==> src/rtl/ex_div_stallreq_unit_if.sv <==
// Handshake bundle between the EX stage and the multi-cycle divider.
// The master side is EX/controller and the slave side is the divider.
interface ex_div_stallreq_unit_if #(
  parameter int WIDTH   = 32,
  parameter int STALL_W = 6
);
  logic [STALL_W-1:0] stall;
  logic               div_start;
  logic               div_signed;
  logic               cancel;
  logic [WIDTH-1:0]   op_a;
  logic [WIDTH-1:0]   op_b;
  logic [WIDTH-1:0]   result_lo;
  logic [WIDTH-1:0]   result_hi;
  logic               ready;
  logic               busy;
  logic               stallreq_for_ex;

  modport master (
    output stall, div_start, div_signed, cancel, op_a, op_b,
    input  result_lo, result_hi, ready, busy, stallreq_for_ex
  );

  modport slave (
    input  stall, div_start, div_signed, cancel, op_a, op_b,
    output result_lo, result_hi, ready, busy, stallreq_for_ex
  );
endinterface

==> src/rtl/ex_div_stallreq_unit.sv <==
// EX-stage restoring divider (MIPS DIV/DIVU) that raises the EX stall request.
// Optional macro DIV_EARLY_OUT_EN: skip iteration when |dividend| < |divisor|.
module ex_div_stallreq_unit #(
  parameter int WIDTH   = 32,
  parameter int STALL_W = 6
) (
  input  logic                 clk,
  input  logic                 rst,
  ex_div_stallreq_unit_if.slave dif
);
  localparam int CW = $clog2(WIDTH);

  typedef enum logic [1:0] {IDLE, ZERO, ON, END} state_t;

  state_t           state;
  logic [WIDTH-1:0] rem, quot, dvsr, a_raw;
  logic [CW-1:0]    cnt;
  logic             neg_q, neg_r;
  logic [WIDTH-1:0] res_lo, res_hi;
  logic             rdy;

  logic             a_neg, b_neg, early, fit;
  logic [WIDTH-1:0] abs_a, abs_b, rem_n, quot_n, q_fin, r_fin;
  logic [WIDTH:0]   pr, diff;

  always_comb begin
    a_neg = dif.div_signed & dif.op_a[WIDTH-1];
    b_neg = dif.div_signed & dif.op_b[WIDTH-1];
    abs_a = a_neg ? -dif.op_a : dif.op_a;
    abs_b = b_neg ? -dif.op_b : dif.op_b;
    early = 1'b0;
`ifdef DIV_EARLY_OUT_EN
    early = (abs_b != '0) && (abs_a < abs_b);
`endif
    // One restoring step: shift {rem,quot} left, trial-subtract on WIDTH+1 bits.
    pr     = {rem, quot[WIDTH-1]};
    fit    = pr >= {1'b0, dvsr};
    diff   = pr - {1'b0, dvsr};
    rem_n  = fit ? diff[WIDTH-1:0] : pr[WIDTH-1:0];
    quot_n = {quot[WIDTH-2:0], fit};
    q_fin  = neg_q ? -quot_n : quot_n;
    r_fin  = neg_r ? -rem_n  : rem_n;
  end

  always_ff @(posedge clk) begin
    if (rst) begin
      state  <= IDLE;
      rem    <= '0;
      quot   <= '0;
      dvsr   <= '0;
      a_raw  <= '0;
      cnt    <= '0;
      neg_q  <= 1'b0;
      neg_r  <= 1'b0;
      res_lo <= '0;
      res_hi <= '0;
      rdy    <= 1'b0;
    end else begin
      case (state)
        IDLE: if (dif.div_start && !dif.cancel) begin
          a_raw <= dif.op_a;
          dvsr  <= abs_b;
          rem   <= '0;
          cnt   <= '0;
          neg_q <= a_neg ^ b_neg;
          neg_r <= a_neg;
          // ZERO doubles as the one-cycle path for divide-by-zero and early-out.
          if (abs_b == '0) begin
            quot  <= '1;
            state <= ZERO;
          end else if (early) begin
            quot  <= '0;
            state <= ZERO;
          end else begin
            quot  <= abs_a;
            state <= ON;
          end
        end
        ZERO: if (dif.cancel) begin
          state <= IDLE;
        end else begin
          res_lo <= quot;
          res_hi <= a_raw;
          rdy    <= 1'b1;
          state  <= END;
        end
        ON: if (dif.cancel) begin
          state <= IDLE;
        end else begin
          rem  <= rem_n;
          quot <= quot_n;
          cnt  <= cnt + CW'(1);
          if (cnt == CW'(WIDTH-1)) begin
            res_lo <= q_fin;
            res_hi <= r_fin;
            rdy    <= 1'b1;
            state  <= END;
          end
        end
        END: if (dif.cancel || !dif.stall[3]) begin
          rdy   <= 1'b0;
          state <= IDLE;
        end
        default: state <= IDLE;
      endcase
    end
  end

  logic unused_stall;
  assign unused_stall = ^{dif.stall[STALL_W-1:4], dif.stall[2:0]};

  assign dif.result_lo       = res_lo;
  assign dif.result_hi       = res_hi;
  assign dif.ready           = rdy;
  assign dif.busy            = (state != IDLE);
  assign dif.stallreq_for_ex = dif.div_start & (state != END) & ~dif.cancel;
endmodule

==> src/flat_wrapper.sv <==
// flat-port wrapper written by rule: the top's interface ports become plain ports
module ex_div_stallreq_unit_flat 
#(
  parameter int WIDTH   = 32,
  parameter int STALL_W = 6
)
  (clk, rst, dif_stall, dif_div_start, dif_div_signed, dif_cancel, dif_op_a, dif_op_b, dif_result_lo, dif_result_hi, dif_ready, dif_busy, dif_stallreq_for_ex);
  ex_div_stallreq_unit_if #(.WIDTH(WIDTH), .STALL_W(STALL_W)) dif_i ();
  input  logic clk;
  input  logic rst;
  input wire logic [$bits(dif_i.stall)-1:0] dif_stall;
  input wire logic [$bits(dif_i.div_start)-1:0] dif_div_start;
  input wire logic [$bits(dif_i.div_signed)-1:0] dif_div_signed;
  input wire logic [$bits(dif_i.cancel)-1:0] dif_cancel;
  input wire logic [$bits(dif_i.op_a)-1:0] dif_op_a;
  input wire logic [$bits(dif_i.op_b)-1:0] dif_op_b;
  output wire logic [$bits(dif_i.result_lo)-1:0] dif_result_lo;
  output wire logic [$bits(dif_i.result_hi)-1:0] dif_result_hi;
  output wire logic [$bits(dif_i.ready)-1:0] dif_ready;
  output wire logic [$bits(dif_i.busy)-1:0] dif_busy;
  output wire logic [$bits(dif_i.stallreq_for_ex)-1:0] dif_stallreq_for_ex;
  assign dif_i.stall = dif_stall;
  assign dif_i.div_start = dif_div_start;
  assign dif_i.div_signed = dif_div_signed;
  assign dif_i.cancel = dif_cancel;
  assign dif_i.op_a = dif_op_a;
  assign dif_i.op_b = dif_op_b;
  assign dif_result_lo = dif_i.result_lo;
  assign dif_result_hi = dif_i.result_hi;
  assign dif_ready = dif_i.ready;
  assign dif_busy = dif_i.busy;
  assign dif_stallreq_for_ex = dif_i.stallreq_for_ex;
  ex_div_stallreq_unit #(.WIDTH(WIDTH), .STALL_W(STALL_W)) u_core (.clk(clk), .rst(rst), .dif(dif_i));
endmodule
==> config.mk <==
export PLATFORM = sky130hd
export DESIGN_NAME = ex_div_stallreq_unit_flat
export DESIGN_NICKNAME = d
export VERILOG_FILES = /design/src/rtl/ex_div_stallreq_unit_if.sv /design/src/rtl/ex_div_stallreq_unit.sv /design/src/flat_wrapper.sv
export SDC_FILE = /design/constraint.sdc
export NUM_CORES = 1
export LEC_CHECK = 0
export BUFFER_PORTS_ARGS = -buffer_cell sky130_fd_sc_hd__buf_2
export CORE_MARGIN = 5
export CORE_UTILIZATION = 30
export CTS_BUF_LIST = sky130_fd_sc_hd__clkbuf_2
export DETAILED_ROUTE_END_ITERATION = 7
export GPL_TIMING_DRIVEN = 0
export PLACE_DENSITY_LB_ADDON = 0.3
export SYNTH_ARGS = -nofsm -noshare
export SYNTH_HDL_FRONTEND = slang
export SYNTH_SLANG_ARGS = --single-unit
==> constraint.sdc <==
create_clock -name clk -period 5.12 [get_ports clk]
set_clock_uncertainty 0.15 [all_clocks]
set_input_delay 0.512 -clock clk [delete_from_list [all_inputs] [get_ports clk]]
set_output_delay 0.512 -clock clk [all_outputs]
set_load 0.02 [all_outputs]
==> reports/metrics.yaml, run 1 <==
crit_arrival_ns: 5.71
synthTopCellsByArea: "dfxtp_1 29%, nor2_1 7.5%, nand2_1 6.6%, a21oi_1 6.1%, a211oi_1 5.7%"
grt_use_met2: 0.352
yosysTopAreaCellShare: 0.295
drt_iter0_drc: 1193
vias: 15700
route.detailed.drc: 0
synth_area_leader_cell: "dfxtp_1"
tightest_slew_ns: 1.32
fmaxAchievable_mhz: 199
nFillCells: 4868
timing.final.crit_share: 0.981
syn-cell-area_sq_um: 13700
cap_violations: 0
powerDensity_nw_per_um2: 444
path_cells: "inv_2 -> ha_4 -> nand4_1 -> buf_4 -> buf_4 -> buf_4 -> buf_4 -> buf_4 -> buf_4 -> buf_4 -> buf_4 -> buf_4 -> buf_4 -> buf_4 -> o221ai_2 -> a21oi_2 -> o21ai_2 -> a21oi_1 -> xnor2_1 -> or4_4 -> a2111o_1 -> o31ai_2 -> xor2_1 -> a221oi_1"
worstSetupStartpointType: "flip-flop"
die_x_um: 224
die_y_um: 224
rsz0062_at_grt: "yes"
synth-edff-count: 0
path_delay_family: "compound AO/OA/AOI/OAI gates"
hold_violations: 0
pre_cts_ws_ns: -1.39
die-area_sq_um: 50100
fin_nets: 2337
clkTransAtPathRegs_ns: 0.11
cp.buffers_inverters: 12
grtUsageMet3: 0.0430
utilization: 0.388
clkLatencyLatePin_ns: 1.11
min_period_ns: 5.02
finalPower_mw: 7.80
avgSynthCellArea_sq_um: 7.27
grt_pass1_vias: 15000
max-clock-path-buffers: 3
synth.most_common_cell: "nor2_1"
vias_per_cell: 5.48
cts.sinks: 202
cp_slowest_stage_delay_ns: 0.55
cts_tree: "yes"
synth-seq-cells: 202
end_kind: "flip-flop"
slew_viol_final: 0
ys_types: 86
grt.overflow.total: 0
wl_per_cell_um: 20.2
areaGrowthSynthToFinish_pct: 27.9
routabilityCongestion: 0.954
crit_slowest_cell: "or4_4"
status: "completed"
synthTopCellsByCount: "276 x nor2_1, 241 x nand2_1, 202 x dfxtp_1"
hold_path_class: "input pin to flip-flop"
wirelength_um: 57900
antenna_found_initial: 3
crit_path_frequent_cell: "buf_4"
dp.final_hpwl_um: 44200
max-slew-margin-rel: 0.109
setup_ws_ns: 0.0957
grt_use_total: 0.221
cp.required_ns: 5.80
ir_worst_vdd_uv: 145
port_buffers: 130
dr.pass1.iters: 6
gr-usage-met1: 0.293
synth_fp_nets: 2005
ant_nets: 0
top_usage_layer: "met2"
io_pins: 142
rows: 78
start_util: 0.303
core_sq_um: 45300
htree_levels: 2
worst-path-max-fanout: 5
synthArstFlopShare: 0
synthFlopType: "dfxtp_1"
grt_start_max_net_pins: 20
yosys_warnings: 0
setup_violations: 0
yosysSeqAreaShare: 0.295
leakage_nw: 6.73
drive_above_1_share: 0.182
synth_cells: 1887
grt_pass1_wl_um: 87400
path_class: "flip-flop to flip-flop"
cts_root_buf: "clkbuf_2"
cts_inserted_buffers: 59
flip-flops by register name, summed over array words and instances, names as in the netlist:
| signal | flops |
|---|---|
| u_core.a_raw | 32 |
| u_core.cnt | 5 |
| u_core.dif.ready | 1 |
| u_core.dif.result_hi | 32 |
| u_core.dif.result_lo | 32 |
| u_core.dvsr | 32 |
| u_core.neg_q | 1 |
| u_core.neg_r | 1 |
| u_core.quot | 32 |
| u_core.rem | 32 |
| u_core.state | 2 |
worst paths after layout:
path / start / end / slack (ns) / cells past startpoint
min reg2reg: u_core.dvsr[31]$_SDFFE_PP0P_ / u_core.dvsr[31]$_SDFFE_PP0P_ / 0.31 / 2
max reg2reg: u_core.dvsr[8]$_SDFFE_PP0P_ / u_core.dif.result_hi[31]$_SDFFE_PP0P_ / 0.1 / 24
min: dif_op_a[14] / u_core.a_raw[14]$_SDFFE_PP0P_ / 0.09 / 4
max: u_core.dvsr[8]$_SDFFE_PP0P_ / u_core.dif.result_hi[31]$_SDFFE_PP0P_ / 0.1 / 24
per-layer routing:
layer | vias up | wire (um)
li1 | 7466 | -
met1 | 7447 | 24900
met2 | 662 | 25900
met3 | 157 | 4580
met4 | 0 | 2500
met5 | - | 0
placed cells by master (no fill, tap or decap), types with 14 or more instances in the layout:
cell and n:
a22oi_1 22, mux2i_1 20, clkinv_1 17, nand3b_1 14
o31ai_1 24, buf_2 134, nor4_1 18, a21oi_1 162
dfxtp_1 176, xor2_1 78, or3_1 15, nor3_1 45
ha_4 17, nand4_1 19, buf_4 60, a211oi_1 103
dfxtp_2 21, xnor2_1 56, dlygate4sd3_1 93, ha_1 23
nand3_1 23, clkbuf_1 102, o21ai_0 97, inv_1 44
clkbuf_2 84, nor2_1 274, nand2_1 236
report_power, final:
group / leakage (nW) / internal (mW) / switching [mW] / total [mW]
registers: 1.66 / 1.80 / 0.217 / 2.02
clock network: 0.392 / 0.451 / 0.799 / 1.25
logic: 4.69 / 1.65 / 2.88 / 4.53
metrics by stage:
step | hold slack, ns | setup TNS (ns) | cell area [sq um] | cells
global placement | 0.287 | -15.52 | 15200 | 2617
CTS | 0.0397 | 0 | 17300 | 2851
detailed placement | 0.293 | -15.89 | 15200 | 2617
floorplan | 0.282 | 0 | 13800 | 1887
global route | 0.0465 | -0.0402 | 17600 | 2869
finish | 0.0950 | 0 | 17600 | 2869
layout make-up:
class / count / area (sq um) / area share
multi-input combinational: 1497 / 9420 / 0.537
sequential: 202 / 4090 / 0.233
timing repair buffer: 280 / 2020 / 0.115
tap: 600 / 751 / 0.0428
buffer: 125 / 541 / 0.0308
clock buffer: 84 / 420 / 0.0239
inverter: 54 / 203 / 0.0115
clock inverter: 23 / 103 / 0.00584
antenna: 4 / 10.0 / 0.000570
cells by family after synthesis:
kind of cell    share of synthesized area
compound gates                      0.263
xor+xnor                           0.0861
fa+ha+maj                          0.0397
buf+inv                            0.0532
flops                               0.295
mux                                0.0178
simple gates                        0.245
what timing repair did:
action                                  4_1_cts  5_1_grt
setup buffers                                38       19
resized for setup                            93       49
hold buffers                                 93        0
endpoints found under the setup margin       22       16
hold endpoints to repair                    105        0
pin swaps                                    30       30
worst register-to-register path, cell delays in order (launching register included):
cell and delay [ns]:
dfxtp_2 0.36, inv_2 0.05, ha_4 0.27, nand4_1 0.11, buf_4 0.16, buf_4 0.12
buf_4 0.12, buf_4 0.12, buf_4 0.12, buf_4 0.12, buf_4 0.12, buf_4 0.12
buf_4 0.12, buf_4 0.12, buf_4 0.13, o221ai_2 0.14, a21oi_2 0.10, o21ai_2 0.25
a21oi_1 0.11, xnor2_1 0.18, or4_4 0.55, a2111o_1 0.54, o31ai_2 0.30, xor2_1 0.26
a221oi_1 0.11
(Power assumes the default switching activity.)
==> run 2: changes to the inputs <==
--- a/config.mk
+++ b/config.mk
@@ -5,13 +5,14 @@
 export SDC_FILE = /design/constraint.sdc
 export NUM_CORES = 1
 export LEC_CHECK = 0
+export ABC_CLOCK_PERIOD_IN_PS = 5120
 export BUFFER_PORTS_ARGS = -buffer_cell sky130_fd_sc_hd__buf_2
+export CAP_MARGIN = 20
 export CORE_MARGIN = 5
 export CORE_UTILIZATION = 30
 export CTS_BUF_LIST = sky130_fd_sc_hd__clkbuf_2
 export DETAILED_ROUTE_END_ITERATION = 7
 export GPL_TIMING_DRIVEN = 0
-export PLACE_DENSITY_LB_ADDON = 0.3
 export SYNTH_ARGS = -nofsm -noshare
 export SYNTH_HDL_FRONTEND = slang
 export SYNTH_SLANG_ARGS = --single-unit
==> run 2 against run 1 <==
- critical path depth down 4
- first-iteration DRC count grew 33%
- critical endpoint is now u_core.dif.result_hi[22]$_SDFFE_PP0P_
- highest routed layer unchanged
- register-to-register slack gained 0.02 ns
- final cell count decreased by 1.0%
- sequential share of layout area grew 0.42 points
- non-clock buffer count down 22
- die area unchanged
- sequential power barely moved
==> reports/metrics.yaml, run 2 (synthesis gave the netlist of run 1 again) <==
hold_end: "u_core.a_raw[14]$_SDFFE_PP0P_"
grt.overflow.total: 0
vias_per_cell: 5.52
cts.sinks: 202
timing.final.crit_share: 0.976
rrSetupSlack_ns: 0.12
max-slew-margin-rel: 0.262
setup_ws_ns: 0.120
port_buffers: 130
end_kind: "flip-flop"
antenna_found_initial: 1
routabilityCongestion: 0.932
crit_start: "u_core.rem[1]$_SDFFE_PP0P_"
hold_path_class: "input pin to flip-flop"
cts_tree: "yes"
worst-path-max-fanout: 5
finalNonFillerCells: 2840
final_cell_mix: "275 x nor2_1, 236 x nand2_1, 181 x dfxtp_1"
rr_startpoint: "u_core.rem[1]$_SDFFE_PP0P_"
die-area_sq_um: 50100
max-clock-path-buffers: 3
status: "completed"
core_sq_um: 45300
cap_violations: 0
reg2reg_to: "u_core.dif.result_hi[22]$_SDFFE_PP0P_"
ir_worst_vdd_uv: 200
place_inst: 2617
holdWs_ns: 0.192
clkLatencyLatePin_ns: 1.02
start_util: 0.303
crit_arrival_ns: 5.77
cts_inserted_buffers: 57
hp-start: "dif_op_a[14]"
finalPower_mw: 7.64
dr.pass1.iters: 5
route.detailed.drc: 0
tightest_slew_ns: 1.10
fin_nets: 2313
drive_above_1_share: 0.167
wl_per_cell_um: 20.3
drt_iter0_drc: 1587
cp.required_ns: 5.89
grt_pass1_vias: 14900
rsz0062_at_grt: "yes"
vias: 15700
dp.final_hpwl_um: 44300
utilization: 0.381
wirelength_um: 57500
htree_levels: 2
grt_pass1_wl_um: 87400
die_y_um: 224
hold_depth: 4
grt_start_max_net_pins: 20
path_class: "flip-flop to flip-flop"
grt_use_total: 0.219
powerDensity_nw_per_um2: 444
io_pins: 142
rows: 78
slew_viol_final: 0
fmaxAchievable_mhz: 200
areaGrowthSynthToFinish_pct: 25.6
pre_cts_ws_ns: -1.32
cts_root_buf: "clkbuf_2"
setup_violations: 0
worstSetupStartpointType: "flip-flop"
hold_violations: 0
leakage_nw: 6.59
worstRegToRegCells: 20
min_period_ns: 5.00
clkTransAtPathRegs_ns: 0.11
ant_nets: 0
die_x_um: 224
final_common_cell: "nor2_1"
==> run 2: changes by cell type in the layout (fill, tap and decap cells not counted), moves of 6 or more <==
cell and delta:
inv_2 -7, dfxtp_2 -6, dlygate4sd3_1 -11, ha_4 -6, inv_1 +6, buf_4 -17, ha_1 +6
==> run 2: cell type report <==
class	instances	area [sq um]
Fill cell	4896	28000
Antenna cell	1	2.50
Multi-Input combinational cell	1497	9340
Buffer	128	567
Clock inverter	26	111
Sequential cell	202	4090
Tap cell	600	751
Clock buffer	77	385
Timing Repair Buffer	255	1790
Inverter	54	205
==> run 2: worst max-delay path by stage <==
stage,slack [ns],cells past startpoint,end
after floorplan,0.01,21,u_core.dif.result_hi[28]$_SDFFE_PP0P_
after global placement,-1.35,21,u_core.dif.result_hi[28]$_SDFFE_PP0P_
after detailed placement,-1.32,22,u_core.dif.result_hi[28]$_SDFFE_PP0P_
after CTS,0.01,20,u_core.dif.result_hi[22]$_SDFFE_PP0P_
after global routing,-0.005,20,u_core.dif.result_hi[28]$_SDFFE_PP0P_
final,0.12,20,u_core.dif.result_hi[22]$_SDFFE_PP0P_
==> run 2: per-stage QoR <==
step | instance area, sq um | setup TNS (ns)
after floorplan | 13800 | 0
final | 17200 | 0
after global placement | 15200 | -17.00
after detailed placement | 15200 | -16.90
after CTS | 16900 | 0
after global routing | 17200 | -0.00531
==> run 2: power breakdown <==
part,switching [mW],internal [mW]
registers,0.203,1.80
clock network,0.770,0.416
logic,2.88,1.57
total,3.86,3.79
==> run 2: critical path: stages, from the launching register on <==
cell and delay [ns]:
dfxtp_2 0.39, ha_4 0.28, buf_6 0.10, nand4_1 0.20
nor4_4 0.38, nand4_1 0.17, and3_4 0.23, nand2_4 0.09
clkbuf_16 0.15, mux2i_4 0.26, ha_4 0.18, nand2_2 0.04
or3_4 0.36, a2111oi_4 0.30, a41oi_2 0.18, or2_1 0.28
or3_4 0.42, buf_4 0.15, a21o_1 0.17, a31o_1 0.27
a211oi_2 0.17
==> run 2: timing repair <==
| item | CTS | global route |
|---|---|---|
| hold buffers | 82 | 0 |
| hold endpoints to repair | 104 | 0 |
| buffers inserted | 20 | 21 |
| endpoints found under the setup margin | 26 | 13 |
| pin swaps | 13 | 30 |
| resized for setup | 73 | 41 |
==> run 2: routing by layer <==
layer	part of all wire	global-route usage	vias to the layer above
li1	-	-	7404
met3	0.082	0.0425	103
met4	0.030	0.0769	0
met1	0.43	0.293	7516
met5	0	0	-
met2	0.45	0.355	666
